[src/rtl/universal_counter.sv]
// -----------------------------------------------------------------------------
// universal_counter
//
// General-purpose counter for the FSM/timer library. It supports a
// programmable terminal count, up/down direction, parallel load and a
// clock-enable prescaler. It has three modes:
//   00 / 11 : wrap
//   01      : saturate
//   10      : one-shot timer with a start/busy/done handshake
//
// Ports
//   clk       rising-edge clock
//   reset     synchronous, active-high reset
//   en        count enable, feeds the prescaler
//   up        1 = count up, 0 = count down
//   load      parallel load strobe; q <= min(d, limit)
//   d         load value
//   limit     terminal count; counting range is 0..limit
//   mode      counting mode (see above)
//   start     one-shot trigger, only honoured while the timer is idle
//   prescale  one count step every prescale+1 enabled cycles
//   q         registered count value
//   max_tick  q >= limit (combinational)
//   min_tick  q == 0 (combinational)
//   busy      one-shot timer is running
//   done      one-cycle pulse when the one-shot timer reaches its terminal
// -----------------------------------------------------------------------------
module universal_counter #(
   parameter int N  = 8,
   parameter int PW = 4
) (
   input  logic          clk,
   input  logic          reset,
   input  logic          en,
   input  logic          up,
   input  logic          load,
   input  logic [N-1:0]  d,
   input  logic [N-1:0]  limit,
   input  logic [1:0]    mode,
   input  logic          start,
   input  logic [PW-1:0] prescale,
   output logic [N-1:0]  q,
   output logic          max_tick,
   output logic          min_tick,
   output logic          busy,
   output logic          done
);

   typedef enum logic [1:0] {
      IDLE = 2'b00,
      RUN  = 2'b01,
      DONE = 2'b10
   } state_t;

   localparam logic [N-1:0]  ONE_Q = 1;
   localparam logic [PW-1:0] ONE_P = 1;

   state_t        state;
   state_t        state_next;
   logic [N-1:0]  q_next;
   logic [PW-1:0] pcnt;
   logic [PW-1:0] pcnt_next;
   logic          step;
   logic          one_shot;
   logic          start_take;
   logic [N-1:0]  load_val;
   logic [N-1:0]  terminal;
   logic [N-1:0]  wrap_val;
   logic [N-1:0]  sat_val;

   assign one_shot   = (mode == 2'b10);
   assign step       = en && (pcnt == prescale);
   // A start only counts when the timer can actually accept it.
   assign start_take = one_shot && (state == IDLE) && start;
   assign load_val   = (d > limit) ? limit : d;
   assign terminal   = up ? limit : '0;

   assign max_tick = (q >= limit);
   assign min_tick = (q == '0);

   // Candidate next values for one step in each counting style. The ">="
   // comparisons also pull q back into range when limit is lowered below it.
   always_comb begin
      wrap_val = q;
      sat_val  = q;
      if (up) begin
         wrap_val = (q >= limit) ? '0    : q + ONE_Q;
         sat_val  = (q >= limit) ? limit : q + ONE_Q;
      end else begin
         wrap_val = (q == '0) ? limit : q - ONE_Q;
         sat_val  = (q == '0) ? '0    : q - ONE_Q;
      end
   end

   // Prescaler. It free-runs on enabled cycles and restarts its period on
   // load or an accepted start, so the first step after either is a full
   // period away.
   always_comb begin
      pcnt_next = pcnt;
      if (load || start_take) begin
         pcnt_next = '0;
      end else if (en) begin
         pcnt_next = step ? '0 : pcnt + ONE_P;
      end
   end

   // Next-state, next-count and handshake outputs. Load overrides everything
   // (and aborts a running timer). Outside one-shot mode the FSM is held idle.
   always_comb begin
      state_next = state;
      q_next     = q;
      busy       = (state == RUN);
      done       = (state == DONE);
      if (load) begin
         q_next     = load_val;
         state_next = IDLE;
      end else if (!one_shot) begin
         state_next = IDLE;
         if (step) begin
            q_next = (mode == 2'b01) ? sat_val : wrap_val;
         end
      end else begin
         case (state)
            IDLE: begin
               if (start) begin
                  q_next     = up ? '0 : limit;
                  state_next = RUN;
               end
            end
            RUN: begin
               // A step already sitting on the terminal also lands here,
               // since saturation keeps it there.
               if (step) begin
                  q_next = sat_val;
                  if (sat_val == terminal) begin
                     state_next = DONE;
                  end
               end
            end
            DONE: begin
               state_next = IDLE;
            end
            default: begin
               state_next = IDLE;
            end
         endcase
      end
   end

   // State, count and prescaler registers with synchronous reset.
   always_ff @(posedge clk) begin
      if (reset) begin
         state <= IDLE;
         q     <= '0;
         pcnt  <= '0;
      end else begin
         state <= state_next;
         q     <= q_next;
         pcnt  <= pcnt_next;
      end
   end

endmodule

[config.mk]
export PLATFORM = sky130hd
export DESIGN_NAME = universal_counter
export DESIGN_NICKNAME = d
export VERILOG_FILES = /design/src/rtl/universal_counter.sv
export SDC_FILE = /design/constraint.sdc
export NUM_CORES = 1
export LEC_CHECK = 0
export ABC_AREA = 1
export CAP_MARGIN = 20
export CORE_MARGIN = 5
export CORE_UTILIZATION = 58
export DETAILED_ROUTE_END_ITERATION = 8
export PLACE_DENSITY = 0.87
export SLEW_MARGIN = 20
export SYNTH_ARGS = -nofsm -noshare
export SYNTH_HDL_FRONTEND = slang
export SYNTH_SLANG_ARGS = --single-unit
[constraint.sdc]
create_clock -name clk -period 2.9 [get_ports clk]
set_input_delay 0.58 -clock clk [delete_from_list [all_inputs] [get_ports clk]]
set_output_delay 0.58 -clock clk [all_outputs]
set_load 0.01 [all_outputs]
==> results.yml, run 1 <==
global_route:
  gr-total-overflow: 0
  grt_pass1_wl_um: 11800
  antenna_found_initial: 0
  grt_usage_pct: 28.1
  grt_pass1_vias: 2605
  grt_max_degree: 16
clocking:
  htreeDepth: 1
  cts-root-buf: "clkbuf_8"
  clk_pin_slew_ps: 60
  cts_setup_buffers: 0
  clk_latency_ps: 250
  cts.sinks: 14
  cts_tree: "yes"
  holdBufCountCts: 0
  cts_buffer_depth: 2
  numCtsBuffers: 3
timing:
  setup_slack_ps: 131
  post-route-period-util_pct: 95.5
  finalCriticalPeriod_ps: 2770
  worst_pin_slew_ps: 418
  hold_slack_ps: 505
  drv_slew: 0
  finalHoldViolations: 0
  fmax_mhz: 361
  rsz0062_at_grt: "false"
  finalClockSkew_ps: 1.48
  setup_viol: 0
  setup-tns-final_ps: 0
  slew_headroom_pct: 72.0
setup_path:
  slowest_stage: "clkdlybuf4s50_1"
  critPathRequiredTime_ps: 2320
  start_kind: "input port"
  cp_max_fo: 2
  crit_chain: "clkdlybuf4s50_1, inv_1, ha_1, nand2_1, nand2_1, nor2_1, nand2_1, nand2_2, nand2_4, dlygate4sd2_1"
  path_class: "input port to output pin"
  cpPeakStageDelay_ps: 510
  end_kind: "output pin"
  cp_common_cell: "nand2_1"
  crit_arrival_ps: 2190
logic_synthesis:
  synth_most_common_cell: "nand2_1"
  synth_cell_types: 34
  synthFlopType: "dfxtp_1"
  synth_nets: 444
  yosys.area_share.xor_xnor_pct: 2.73
  syn_area_mm2: 0.00224
  synthAdderAreaFrac_pct: 11.2
  async_reset_ff_share_pct: 0
  ys_ff_latch: 14
  ys_top_cells_by_count: "121 x nand2_1, 53 x inv_1, 33 x nor2_1"
  ys_top_cells_by_area: "nand2_1 20%, dfxtp_1 13%, ha_1 11%"
  synth_top_area_share_pct: 20.3
  yosysTopAreaCell: "nand2_1"
  yosysSeqAreaShare_pct: 12.5
  synth_cells: 396
  yosys_warnings: 0
  synthMuxAreaShare_pct: 0
  syn_avg_cell_area_um2: 5.66
  synth_top_family_by_area: "simple AND/OR/NAND/NOR gates"
  synthSimpleGateAreaFrac_pct: 44.4
  synth_edf_count: 0
  synth_compound_area_share_pct: 16.6
floorplanning:
  die_y_um: 72.2
  die_w_um: 72.2
  rows: 22
  start_util_pct: 60.3
  pin_count: 40
  dieArea_mm2: 0.00521
  fp.coreArea_mm2: 0.00372
routing:
  vias: 2822
  finalWirelength_um: 7090
  ant_nets: 0
  dr.pass1.iters: 5
  wl_per_cell_um: 14.1
  drc: 0
  drt_iter0_markers: 224
  avgViaCountPerCell: 5.63
placement:
  place_area_mm2: 0.00281
  pre_cts_ws_ps: -73.9
  finalWeightedCongestion: 0.990
  post-place-cells: 497
  numPortBuffers: 39
  dpl.hpwl_um: 5820
run:
  maxCapViolCount: 0
finish:
  antenna_cells: 0
  drive_above_1_share_pct: 13.0
  syn2layout_area_growth_pct: 28.1
  nets: 502
  fin_cells: 501
  fillers: 334
  utilization_pct: 77.3
  postLayoutCellArea_mm2: 0.00287
hold_path:
  min_path_type: "flop to flop"
power_and_ir_drop:
  power_uw: 978
  powerDensity_mw_per_mm2: 340
  p_leak_nw: 1.45
  vdd_drop_max_v: 0.000254
outcome:
  status: "complete, no violations"
## power breakdown
part	total [mW]	switching (mW)	internal, mW
Clock	0.197	0.0762	0.121
Combinational	0.555	0.334	0.222
Sequential	0.226	0.0203	0.205
Total	0.978	0.430	0.548
## cells by family (layout without fill, tap and decap cells)
kind of cell | after synthesis | in the layout
buffers and inverters | 72 | 129
AO/OA/AOI/OAI | 68 | 68
flip-flops | 14 | 14
XOR/XNOR | 7 | 7
adder cells (fa/ha/maj) | 20 | 20
AND/OR/NAND/NOR | 215 | 215
## routing by layer
layer  vias up  GRT usage, %  part of all wire (%)
li1       1400             -                     -
met1      1227          36.4                    41
met2       158          44.3                    44
met3        37          4.16                    10
met4         0          16.1                   5.1
met5         -             0                     0
## flip-flops by register name, summed over array words and instances, names as in the netlist
register,count
pcnt,4
q,8
state,2
## layout make-up
class,instances,area (µm²),area share (%)
multi-input combinational,310,1690,58.7
timing repair buffer,60,547,19.0
sequential,14,280,9.76
inverter,65,244,8.50
tap,48,60.1,2.09
clock buffer,4,55.1,1.92
## worst max-delay path, delay by kind of cell
kind                       cells  cell delay [ps]
buffers and inverters          3              870
and+or+nand+nor                6              440
adders and majority gates      1              310
## path summary, 6_finish.rpt
kind                  from  endpoint  slack (ps)  cells after the start
setup reg to reg      q[3]      q[2]         520                     15
hold / removal     pcnt[2]   pcnt[2]         500                      2
hold reg to reg    pcnt[2]   pcnt[2]         500                      2
setup / recovery  limit[3]  max_tick         130                     10
## timing repair
item,4_1_cts,5_1_grt
resized for setup,2,1
cloned,0,0
endpoints found under the setup margin,1,1
## layout by cell type, fill, tap and decap left out, types with 6 or more instances in the layout
cell	instances
nand4_1	17
o21ai_1	13
dfxtp_1	14
xor2_1	6
ha_1	20
nor2_1	32
inv_1	53
o21ai_0	19
clkdlybuf4s50_1	38
nand2_1	121
buf_4	21
nand3_1	23
a21oi_1	24
inv_2	11
Power figures use the tool's default switching activity.
==> run 2: changes to the inputs <==
Settings changed: CORE_UTILIZATION 58 to 45, PLACE_DENSITY 0.87 to 0.7.
==> run 2 against run 1 <==
  * Critical endpoint unchanged
  * Clock-buffer cell count decreased by 1
  * Non-clock buffer count increased by 1
  * Setup slack improved by 63 ps
==> results.yml, run 2 (same netlist as run 1, synthesis figures left out) <==
power_and_ir_drop:
  clock_power_share_pct: 16.9
  p_leak_nw: 1.45
  power_frac_comb_pct: 58.5
  seqPwrFrac_pct: 24.5
  powerDensity_mw_per_mm2: 321
  p_switching_uw: 404
  vdd_drop_max_v: 0.000262
  p_sw_share_pct: 43.6
  p_int_uw: 522
timing:
  post-route-period-util_pct: 93.3
  finalHoldViolations: 0
  rsz0062_at_grt: "false"
  setup_viol: 0
  finalCriticalPeriod_ps: 2710
  drv_slew: 0
  slew_headroom_pct: 67.7
  fmax_mhz: 370
  finalClockSkew_ps: 3.54
  worst_pin_slew_ps: 483
  setup_slack_ps: 194
floorplanning:
  rows: 25
  die_w_um: 80.6
  pin_count: 40
  die_y_um: 80.6
  dieArea_mm2: 0.00649
  start_util_pct: 46.8
  fp.coreArea_mm2: 0.00479
global_route:
  grt_usage_pct: 21.6
  gr-total-overflow: 0
  grt_max_degree: 15
  grt_pass1_wl_um: 11100
  grt_pass1_vias: 2500
  antenna_found_initial: 0
clocking:
  numCtsBuffers: 3
  cts-root-buf: "clkbuf_8"
  cts.sinks: 14
  cts_tree: "yes"
  cts_buffer_depth: 2
  clk_latency_ps: 240
  cts_setup_buffers: 0
  clk_pin_slew_ps: 60
  htreeDepth: 1
setup_path:
  end_kind: "output pin"
  start_kind: "input port"
  rr_worst_depth: 18
  ff2ff_setup_slack_ps: 520
  worstReg2RegStart: "q[0]"
  cp_max_fo: 2
  critPathLaunch: "limit[2]"
  crit_arrival_ps: 2130
  endpoint: "max_tick"
  critPathRequiredTime_ps: 2320
  r2r-end: "state[0]"
  path_class: "input port to output pin"
routing:
  avgViaCountPerCell: 5.17
  met2_length_um: 3070
  met3_wirelength_um: 415
  top_layer: "met4"
  drt_iter0_markers: 226
  finalWirelength_um: 6680
  met1_length_um: 3030
  drc: 0
  vias: 2690
  dr.pass1.iters: 4
  ant_nets: 0
  wl_per_cell_um: 12.8
finish:
  syn2layout_area_growth_pct: 28.7
  mostFrequentLayoutCell: "nand2_1"
  utilization_pct: 60.3
  largest_register_ffs: 8
  antenna_cells: 0
  reg_top3: "q: 8 flops, pcnt: 4 flops, state: 2 flops"
  mostFrequentLayoutCells: "121 x nand2_1, 53 x inv_1, 38 x clkdlybuf4s50_1"
  drive_above_1_share_pct: 12.8
  fin_cells: 520
  top_register: "q"
  nets: 503
placement:
  pre_cts_ws_ps: -35.1
  post-place-cells: 517
  dpl.hpwl_um: 5710
  finalWeightedCongestion: 1.01
  numPortBuffers: 39
outcome:
  status: "complete, no violations"
hold_path:
  hold_depth: 2
  min_path_type: "flop to flop"
run:
  maxCapViolCount: 0
run 2: cell types whose count changed in the layout (fill, tap and decap cells not counted):
| cell | previous run | this run |
|---|---|---|
| buf_4 | 21 | 22 |
| clkbuf_8 | 4 | 3 |
| nor2_1 | 32 | 33 |
| nor2_2 | 2 | 1 |
run 2: worst min path at each step:
stage,startpoint,end,slack (ps)
after floorplan,pcnt[2],pcnt[2],480
after global placement,pcnt[2],pcnt[2],490
after detailed placement,pcnt[2],pcnt[2],500
after CTS,pcnt[2],pcnt[2],510
after global routing,pcnt[2],pcnt[2],540
final,pcnt[2],pcnt[2],510
run 2: power groups by stage:
stage | clock, mW | combinational [mW] | sequential (mW)
floorplan | 0 | 0.343 | 0.231
global placement | 0 | 0.534 | 0.230
detailed placement | 0 | 0.538 | 0.231
CTS | 0.161 | 0.540 | 0.227
global route | 0.170 | 0.611 | 0.228
finish | 0.157 | 0.542 | 0.227
run 2: what timing repair did:
item                                   CTS  global route
endpoints found under the hold margin    0             0
setup endpoints to repair                1             0
resized for setup                        2             0
hold buffers                             0             0
run 2: through the flow:
| step | instance area, µm² | hold slack [ps] | setup TNS [ps] | power, mW |
|---|---|---|---|---|
| floorplan | 2240 | 475 | 0 | 0.574 |
| global placement | 2840 | 492 | -16.2 | 0.765 |
| detailed placement | 2840 | 501 | -35.1 | 0.768 |
| CTS | 2890 | 509 | 0 | 0.928 |
| global route | 2890 | 541 | 0 | 1.01 |
| finish | 2890 | 508 | 0 | 0.925 |
run 2: area by class of cell:
type	count	area, µm²
fill	526	1900
multi-input combinational	310	1680
timing repair buffer	61	554
sequential	14	280
inverter	65	244
tap	67	83.8
clock buffer	3	41.3
run 2: metal layers:
metal	up-vias	global-route usage (%)
met5	-	0
met4	0	8.11
met3	12	1.35
met2	80	36.5
met1	1196	28.7
li1	1402	-
run 2: critical path: stages:
cell	delay, ps
clkdlybuf4s50_1	470
inv_1	90
ha_1	300
nand2_1	90
nor2_1	50
nor2_1	90
nand2_1	70
nand2_2	80
nand2_4	40
dlygate4sd2_1	270
==> run 3: changes to the inputs <==
Settings changed: ABC_AREA 1 to 0, CTS_CLUSTER_SIZE set to 12, PLACE_DENSITY 0.7 to 0.71.
==> run 3 against run 2 <==
  * Sequential share of layout area up 0.34 points
  * Combinational power down 5.0%
  * Area after synthesis down 8.9%
  * Wire length down 4.8%
  * Fmax down 3.3%
  * Synthesized cell count down 32%
  * Cell count down 25%
  * Clock skew down 0.81 ps
  * Global-route usage down 0.74 points
  * Register-to-register slack worse by 30 ps
  * Power up 1.5%
  * Critical path type is now input port to flop
==> results.yml, run 3 <==
finish:
  reg_top3: "q: 8 flops, pcnt: 4 flops, state: 2 flops"
  antenna_cells: 0
  nets: 389
  fillers: 394
  mostFrequentLayoutCell: "buf_4"
  seq_area_um2: 280
  largest_register_ffs: 8
  multi_input_area_mm2: 0.00165
  syn2layout_area_growth_pct: 36.4
  drive_above_1_share_pct: 19.1
  fin_cells: 392
  mostFrequentLayoutCells: "39 x buf_4, 38 x clkdlybuf4s50_1, 30 x nor2_1"
  top_register: "q"
run:
  maxCapViolCount: 0
routing:
  wl_per_cell_um: 16.2
  avgViaCountPerCell: 5.73
  finalWirelength_um: 6360
  drt_iter0_markers: 220
  drc: 0
  ant_nets: 0
  dr.pass1.iters: 4
  vias: 2245
setup_path:
  path_class: "input port to flop"
  cp_max_fo: 5
  crit_chain: "clkdlybuf4s50_1, inv_1, ha_1, o21a_1, a21oi_4, buf_4, buf_4, and2_4, nand2_4, nor2_1, or4_1, o21a_1"
  cp_top_family: "simple AND/OR/NAND/NOR gates"
  start_kind: "input port"
  end_kind: "flop"
  crit_arrival_ps: 2950
  cpPeakStageDelay_ps: 520
  slowest_stage: "or4_1"
  critical_path_buf_inv_count: 4
  critPathRequiredTime_ps: 3050
placement:
  numPortBuffers: 39
  dpl.hpwl_um: 5220
  post-place-cells: 387
  finalWeightedCongestion: 0.948
global_route:
  antenna_found_initial: 0
  grt_pass1_wl_um: 10400
  grt_max_degree: 13
  grt_usage_pct: 20.9
  gr-total-overflow: 0
  grt_pass1_vias: 2163
clocking:
  clk_pin_slew_ps: 70
  cts-root-buf: "clkbuf_8"
  holdBufCountCts: 0
  cts_buffer_depth: 2
  cts_tree: "yes"
  numCtsBuffers: 3
  htreeDepth: 1
  clk_latency_ps: 250
  cts.sinks: 14
logic_synthesis:
  ys_ff_latch: 14
  yosysTopAreaCell: "dfxtp_1"
  ys_top_cells_by_area: "dfxtp_1 14%, ha_1 12%, xnor2_1 6.0%"
  yosysSeqAreaShare_pct: 13.7
  synthFlopType: "dfxtp_1"
  synth_edf_count: 0
  syn_area_mm2: 0.00204
  syn_avg_cell_area_um2: 7.57
  yosys_warnings: 0
  async_reset_ff_share_pct: 0
  synth_cell_types: 53
  synth_most_common_cell: "nor2_1"
  synth_top_area_share_pct: 13.7
  synth_cells: 270
  synth_nets: 318
  ys_top_cells_by_count: "30 x nor2_1, 22 x a21oi_1, 20 x ha_1"
timing:
  fmax_mhz: 357
  setup-tns-final_ps: 0
  finalCriticalPeriod_ps: 2800
  finalHoldViolations: 0
  finalClockSkew_ps: 2.72
  setup_viol: 0
  worst_pin_slew_ps: 461
  post-route-period-util_pct: 96.5
  rsz0062_at_grt: "false"
  drv_slew: 0
  slew_headroom_pct: 69.1
power_and_ir_drop:
  power_uw: 939
  vdd_drop_max_v: 0.000252
  powerDensity_mw_per_mm2: 337
  p_int_uw: 580
  clock_power_share_pct: 21.7
  p_sw_share_pct: 38.3
  p_leak_nw: 1.18
  power_frac_comb_pct: 54.9
  p_switching_uw: 359
  seqPwrFrac_pct: 23.5
outcome:
  status: "complete, no violations"
floorplanning:
  rows: 24
  die_w_um: 77.4
  dieArea_mm2: 0.00599
  start_util_pct: 46.6
  pin_count: 40
  fp.coreArea_mm2: 0.00438
  die_y_um: 77.4
hold_path:
  min_path_type: "flop to flop"
run 3: cell count changes in the layout (fill, tap and decap cells not counted), moves of 13 or more:
| cell | delta |
|---|---|
| xnor2_1 | +13 |
| inv_1 | -37 |
| o21ai_0 | -14 |
| nand4_1 | -13 |
| buf_4 | +17 |
| nand2_1 | -106 |
run 3: through the flow:
stage	setup WS (ps)	cell area (µm²)	hold slack, ps	utilization (%)
floorplan	432	2040	465	-
global placement	-325	2680	492	61.1
detailed placement	-372	2680	501	61.1
CTS	2.15	2760	505	63.0
global route	32.2	2790	531	63.6
finish	100	2790	506	63.6
run 3: final timing paths:
kind	to	slack (ps)	cells past startpoint	start
min	state[0]	510	1	state[0]
max	q[1]	100	12	limit[7]
max reg2reg	state[1]	490	9	q[1]
min reg2reg	state[0]	510	1	state[0]
run 3: cells by family (layout without fill, tap and decap cells):
logic type      Yosys count  count (layout)  share of synthesized area (%)
mux                       9               9                           4.53
flops                    14              14                           13.7
xor+xnor                 24              24                           10.3
simple gates            107             107                           27.7
buf+inv                  28              98                           8.08
fa+ha+maj                20              20                           12.2
compound gates           68              68                           23.5
run 3: layout make-up:
type                       instances  share of cell area, %
tap                               52                   2.33
multi-input combinational        228                   59.2
inverter                          16                   2.15
timing repair buffer              78                   24.3
clock buffer                       4                   1.97
sequential                        14                   10.1
run 3: worst register-to-register path, cell delays in order (launching register included):
cell	delay, ps
dfxtp_1	390
buf_4	160
ha_1	210
xor2_1	310
mux2i_1	230
nand3_1	150
nor4_1	300
a21oi_1	150
nor3_1	250
and3_1	210
run 3: repair_timing:
item / in CTS / in global routing
gates cloned: 0 / 0
resized for setup: 6 / 9
setup endpoints to repair: 3 / 8
pin swaps: 6 / 3
hold endpoints to repair: 0 / 0
buffers inserted: 1 / 0
run 3: per-layer routing:
| layer | share of wire (%) | up-vias | wire length [µm] | track usage [%] |
|---|---|---|---|---|
| met5 | 0 | - | 0 | 0 |
| met4 | 1.0 | 0 | 66 | 3.78 |
| met3 | 6.7 | 8 | 427 | 4.98 |
| met2 | 47 | 72 | 2970 | 34.6 |
| met1 | 45 | 1042 | 2890 | 27.9 |
| li1 | - | 1123 | - | - |
run 3: power groups by stage:
stage / Sequential (mW) / Combinational [mW] / Clock (mW)
after floorplan: 0.226 / 0.306 / 0
after global placement: 0.223 / 0.485 / 0
after detailed placement: 0.224 / 0.491 / 0
after CTS: 0.220 / 0.501 / 0.202
after global routing: 0.222 / 0.563 / 0.211
final: 0.220 / 0.515 / 0.203
